[config.mk]
export PLATFORM = sky130hd
export DESIGN_NAME = switch_debounce
export DESIGN_NICKNAME = d
export VERILOG_FILES = /design/src/rtl/cpu_io_pkg.sv /design/src/rtl/debounce_bit.sv /design/src/rtl/switch_debounce.sv
export SDC_FILE = /design/constraint.sdc
export NUM_CORES = 1
export LEC_CHECK = 0
export CAP_MARGIN = 40
export CORE_ASPECT_RATIO = 0.8
export CORE_MARGIN = 8
export CORE_UTILIZATION = 55
export CTS_CLUSTER_SIZE = 24
export DETAILED_ROUTE_END_ITERATION = 10
export PLACE_DENSITY = 0.72
export SETUP_SLACK_MARGIN = 0.3
export SYNTH_ARGS = -nofsm -noshare
export SYNTH_HDL_FRONTEND = slang
export SYNTH_HIERARCHICAL = 1
export SYNTH_SLANG_ARGS = --single-unit
[constraint.sdc]
create_clock -name clk -period 2.2 [get_ports clk]
set_input_delay 0.44 -clock clk [delete_from_list [all_inputs] [get_ports clk]]
set_output_delay 0.44 -clock clk [all_outputs]
set_load 0.005 [all_outputs]
[src/rtl/cpu_io_pkg.sv]
// Shared CPU I/O constants: memory-mapped IO word addresses
// and the default switch debounce interval.
package cpu_io_pkg;

   localparam int HEX0     = 0;
   localparam int HEX1     = 1;
   localparam int HEX2     = 2;
   localparam int HEX3     = 3;
   localparam int HEX4     = 4;
   localparam int HEX5     = 5;
   localparam int LEDS     = 6;
   localparam int SWITCHES = 7;

   // 10 ms at 50 MHz
   localparam int DEBOUNCE_CYCLES_DEFAULT = 500000;

endpackage

[src/rtl/debounce_bit.sv]
// One switch bit: 2-flop synchronizer, stability counter,
// registered clean level and a one-cycle change pulse.
// Ports: clk, rst (async low), sw_raw in; sw_clean, sw_changed out.
module debounce_bit #(
   parameter int DEBOUNCE_CYCLES = 4,
   parameter int CNT_W           = 3
) (
   input  logic clk,
   input  logic rst,
   input  logic sw_raw,
   output logic sw_clean,
   output logic sw_changed
);

   localparam logic [CNT_W-1:0] LAST =
      CNT_W'(DEBOUNCE_CYCLES - 1);

   logic             sync1;
   logic             sync2;
   logic [CNT_W-1:0] cnt;

   always_ff @(posedge clk or negedge rst) begin
      if (!rst) begin
         sync1      <= 1'b0;
         sync2      <= 1'b0;
         cnt        <= '0;
         sw_clean   <= 1'b0;
         sw_changed <= 1'b0;
      end else begin
         sync1      <= sw_raw;
         sync2      <= sync1;
         sw_changed <= 1'b0;
         if (sync2 == sw_clean) begin
            // any bounce back restarts the stability window
            cnt <= '0;
         end else if (cnt == LAST) begin
            sw_clean   <= sync2;
            cnt        <= '0;
            sw_changed <= 1'b1;
         end else begin
            cnt <= cnt + CNT_W'(1);
         end
      end
   end

endmodule

[src/rtl/switch_debounce.sv]
// Debounces WIDTH board switches into the clean switch word.
// Ports: clk, rst (async low), sw_raw in; sw_clean,
// sw_changed (per-bit pulse), any_change (OR of pulses) out.
module switch_debounce
   import cpu_io_pkg::*;
#(
   parameter int WIDTH           = 16,
   parameter int DEBOUNCE_CYCLES = DEBOUNCE_CYCLES_DEFAULT,
   parameter int CNT_W           = $clog2(DEBOUNCE_CYCLES + 1)
) (
   input  logic             clk,
   input  logic             rst,
   input  logic [WIDTH-1:0] sw_raw,
   output logic [WIDTH-1:0] sw_clean,
   output logic [WIDTH-1:0] sw_changed,
   output logic             any_change
);

   for (genvar i = 0; i < WIDTH; i++) begin : g_bit
      debounce_bit #(
         .DEBOUNCE_CYCLES (DEBOUNCE_CYCLES),
         .CNT_W           (CNT_W)
      ) u_bit (
         .clk        (clk),
         .rst        (rst),
         .sw_raw     (sw_raw[i]),
         .sw_clean   (sw_clean[i]),
         .sw_changed (sw_changed[i])
      );
   end

   assign any_change = |sw_changed;

endmodule
**Word-level counts from Yosys, hierarchy flattened**

Index checks and enable logic that the tools add are counted.

- Bits in registers: 368
- Input port bits: 18
- Output and inout port bits: 33
- Logic and storage cells: 225

- Equality and inequality tests: 32
- Reductions and logical operators: 17
- Add/subtract/negate cells: 16
- Bitwise logic cells: 16
- Muxes and demuxes: 64

Operator list:

| operator | number |
|---|---|
| 2-to-1 mux 19 bit | 32 |
| adder 19 x 1 -> 19 bit (second input constant) | 16 |
| equality test 19 bit (second input constant) | 16 |
| 2-to-1 mux 1 bit | 32 |
| AND reduction 2 bit | 16 |
| equality test 1 bit | 16 |
| NOT 1 bit | 16 |
| OR reduction 16 bit | 1 |

**Depth between registers and ports, before layout**

- Depth in word-level cells: 3
- Gate-level depth with buffers: 6
- Depth with buffers taken out: 5

**Modules after synthesis**

Netlist, hierarchy kept.

By module, submodules not included:

| module | area each (um2) | cells each | seq. area each (um2) | instances |
|---|---|---|---|---|
| debounce_bit (g_bit[0].u_bit ...) | 1,103.6 | 110 | 575.6 | 15 |
| debounce_bit (g_bit[1].u_bit) | 1,139.8 | 106 | 575.6 | 1 |
| switch_debounce | 31.3 | 5 | 0.0 | 1 |

**Least setup slack after synthesis**

OpenSTA, ideal clock, no wires.

- Path type: register to register
- Start point: register g_bit[0].u_bit.cnt[0]
- End point: register g_bit[0].u_bit.cnt[18]
- Buffers on the path: 0
- Setup time: 135 ps
- Data required time: 2,065 ps
- Setup slack: 502 ps
- Arrival: 1,563 ps
- Clock period less this slack: 1,698 ps
- Stages on the path, launching flop included: 6
- Cells stage by stage: dfrtp_1 ha_1 nand4_1 nor4_1 a31o_2 a21oi_1

- Cells in the longest elaborated chain, start to end: 3
- Elaborated cells on any way between the ends: 4
- Classes of those cells: 1 x add/sub; 1 x eq/ne; 2 x mux

Ends and longest elaborated chain:

| item | RTL line | source |
|---|---|---|
| start, declared | debounce_bit.sv:20 | `logic [CNT_W-1:0] cnt;` |
| start signal, assigned | debounce_bit.sv:41 | `cnt <= cnt + CNT_W'(1);` |
| adder 19 x 1 -> 19 bit or equality test 19 bit (tied branches) | debounce_bit.sv:41, debounce_bit.sv:36 |  |
| 2-to-1 mux 19 bit (*) | debounce_bit.sv:36 | `end else if (cnt == LAST) begin` |
| 2-to-1 mux 19 bit (*) | debounce_bit.sv:33 | `if (sync2 == sw_clean) begin` |

Mark *: on every way between the ends. The rest lies on a longest branch, timed or not.
A chain may end at the register's enable or synchronous reset.

**Final worst setup path**

- Start point: register g_bit[11].u_bit.sw_changed
- End point: output port any_change

- Cells in the longest elaborated chain, start to end: 1

Ends and longest elaborated chain:

| item | RTL line | source |
|---|---|---|
| start, declared | debounce_bit.sv:12 | `output logic sw_changed` |
| start signal, assigned | debounce_bit.sv:28 | `sw_changed <= 1'b0;` |
| start signal, assigned | debounce_bit.sv:32 | `sw_changed <= 1'b0;` |
| start signal, assigned | debounce_bit.sv:39 | `sw_changed <= 1'b1;` |
| OR reduction 16 bit | switch_debounce.sv:32 | `assign any_change = \|sw_changed;` |
| end, declared | switch_debounce.sv:16 | `output logic any_change` |

Every way passes these cells.

==> summary.md <==
The path with the worst hold slack has its endpoint at g_bit[3].u_bit/sync2. In the layout the commonest cells are dfrtp_1 (351), nor2_1 (321), xnor2_1 (191). The half-perimeter wire length after placement was 25.1 mm. The initial antenna violation count was 0. The die covers 0.0383 mm^2. In the routed design, unresolved DRC markers number 0. The flow ran to the end, and the final reports show no timing, DRC or antenna violations. For the first-pass iteration count of the detailed router, the log shows 5.

The number of H-tree levels was 2; the initial core utilization was 0.561. Wires add up to 37.2 mm. TritonCTS built the clock tree.

The detail route stage leaves a number of antenna-violating nets equal to 0. The number of core rows was 58; the aggregate global routing overflow was 0. The clock reaches the later pin of the worst-skew pair after 0.52 ns.

The logs give 12,700 for the number of global-route vias before repair and 0.00838 uW for the static power due to leakage. The maximum frequency from static timing analysis was 458 MHz; the final net count was 1,949. The routed via count divided by cell count came out at 5.75. In the final timing run, aggregate negative setup slack is 0 ns. The number of synthesized flops with an enable pin works out to 0. The tree is rooted in a clkbuf_16. At the end of routability-driven placement, the weighted congestion stood at 0.888.

The first global-routing pass estimated 62.1 mm of wire. After detailed routing, the average wire length per cell comes to 15.8 um. The commonest register cell after synthesis is dfrtp_1. The post-synthesis net count was 1,795; the worst hold path stage count was 0. The area growth from synthesis to final layout was 18.5%. The synthesized netlist occupies a cell area of 0.0177 mm^2. The post-route clock period utilization works out to 0.992. The worst setup skew after layout came out at 0.00861 ns. For the worst setup path, the data arrival time is 1.74 ns. The worst hold path begins at g_bit[3].u_bit/sync1.

The tools report the iteration-0 DRC count of the detailed router as 1,172. In this run the critical register-to-register path is launched from g_bit[7].u_bit/cnt[2]. The fraction of registers with async set/reset came out at 1.00.

In the synthesized netlist, the number of instances is 1,761. The worst setup path is launched from a flop. After synthesis, the netlist uses 34 different library cells.

The number of sinks on the clock net was 368; the number of CTS-inserted buffers was 37. The average cell area after synthesis is 10.1 um^2, and the measured slew at the worst slew-check pin is 0.479 ns. The number of pins with negative max-slew slack in the final report was 0; the pin count of the biggest net entering global routing was 70. Tracing the worst setup path back leads to its startpoint at g_bit[11].u_bit/sw_changed. Buffers placed on the I/O ports in this run total 50. The final number of hold-violating endpoints came out at 0.

The utilization after layout came out at 0.666. Across the run, the number of max-cap violations was 0. Power comes to 13,800 uW. From bottom edge to top edge, the die measures 177 um. Setup slack closes at 0.0182 ns.

For the overall fraction of global-route tracks in use, the log shows 0.190. Setup violations remaining at the end of the flow were counted as 0. STA classifies the critical path endpoint as an output pin.

The number of antenna diodes is 0. The detailed-route via count is 13,600, and the die extent in x is 217 um. Yosys printed 6 warnings.

Most frequent standard cell in the layout excluding fill and tap cells: dfrtp_1. The max-slew headroom at the worst pin is 0.679, and the number of ports placed on the die boundary is 51. The path class of the tightest hold or removal check is flop to flop. The depth of the worst register-to-register path is 4, and the worst-path maximum fanout is 2. Subtracting the final worst setup slack from the clock period gives 2.18 ns. The tools report the part of the Yosys area used for sequential elements as 0.520. Setup repair after global routing could not meet its margin everywhere. The share of final-layout standard cells stronger than drive strength 1 is 0.155, and the required time at the worst-slack endpoint is 1.76 ns. Across all register-to-register paths, the minimum setup slack is 0.34 ns. The total power density per cell area came out at 656 mW/mm^2. The tools report the reg-to-reg endpoint as g_bit[7].u_bit/cnt[17]. In this run, synthesis produced a sequential element count of 368. The worst voltage drop across the vdd grid was 0.699 mV; the buffer depth of the longest clock path was 3. The worst setup path is of the flop to output pin kind. Timing analysis after detailed placement gives a worst setup slack of 0.0814 ns. For the count of filler cells inserted in the layout, the log shows 2,442. Area of the core region: 0.0316 mm^2. Clock-pin slew was measured on the worst setup and hold paths at 0.06 ns.
per-stage QoR:
| stage | hold WS [ns] | area [um^2] | cells |
|---|---|---|---|
| 2_1_floorplan | 0.144 | 17700 | 1761 |
| 5_1_grt | 0.342 | 21000 | 2359 |
| 6_report | 0.347 | 21000 | 2359 |
| 4_1_cts | 0.332 | 20300 | 2317 |
| 3_5_place_dp | 0.335 | 19000 | 2249 |
| 3_3_place_gp | 0.332 | 19000 | 2249 |
cells by family after synthesis:
family,share of synthesized area
simple gates,0.277
flops,0.520
xor+xnor,0.127
buf+inv,0.0222
compound gates,0.0318
mux,0.0107
fa+ha+maj,0.0113
registers in the layout (all words and copies together) (netlist names):
signal	cells
g_bit.u_bit/sync2	16
g_bit.u_bit/sw_changed	16
g_bit.u_bit/sw_clean	16
g_bit.u_bit/cnt	304
g_bit.u_bit/sync1	16
layout make-up:
type                            count  area [um^2]  share of cell area
Clock buffer                       52         1060              0.0506
Clock inverter                     11          144             0.00685
Inverter                           62          233              0.0111
Multi-Input combinational cell   1300         8540               0.407
Sequential cell                   368         9230               0.439
Tap cell                          420          526              0.0250
Timing Repair Buffer              146         1270              0.0607
synth_stat cells, types with 16 or more instances:
cell type / instances / area, um^2
a21oi_1: 31 / 155
nor3_1: 95 / 475
and4_1: 17 / 149
nor2_1: 322 / 1210
nand4_1: 125 / 782
nand2_1: 97 / 364
nand4_2: 16 / 200
inv_1: 62 / 233
ha_1: 16 / 200
xnor2_1: 191 / 1670
nand3_1: 107 / 536
xor2_1: 66 / 578
dfrtp_1: 368 / 9210
nor4b_1: 30 / 263
mux2_2: 16 / 180
o21ai_0: 17 / 85.1
nor4_1: 69 / 432
worst max-delay path: stages (launching register included):
cell     delay (ns)
dfrtp_1        0.40
nor4_4         0.34
buf_4          0.18
nand4_1        0.13
buf_2          0.18
metal layers:
layer | share of wire | wire [um] | vias up | global-route usage
met5 | 0 | 0 | - | 0
met4 | 0.020 | 746 | 0 | 0.0512
met3 | 0.049 | 1840 | 61 | 0.0311
met1 | 0.47 | 17700 | 6613 | 0.276
li1 | - | - | 6536 | -
met2 | 0.46 | 17000 | 350 | 0.294
power by group:
part | switching, uW | internal [uW] | leakage [uW]
clock network | 2540 | 3720 | 0.000593
logic | 323 | 198 | 0.00279
registers | 121 | 6870 | 0.00500
total | 2990 | 10800 | 0.00838
worst max-delay path by stage:
stage | to | slack, ns | cells past startpoint
final | any_change | 0.02 | 4
after global routing | any_change | -0.04 | 4
after CTS | any_change | -0.05 | 4
after detailed placement | any_change | 0.08 | 4
after global placement | any_change | 0.04 | 4
after floorplan | g_bit[0].u_bit/cnt[18] | 0.50 | 5
what timing repair did:
item | 4_1_cts | 5_1_grt
pin swaps | 1 | 18
hold endpoints to repair | 50 | 0
endpoints found under the setup margin | 43 | 141
hold buffers | 1 | 0
buffers inserted | 4 | 42
gates resized for setup | 38 | 71
No activity file was read; power rests on OpenSTA's default activity.
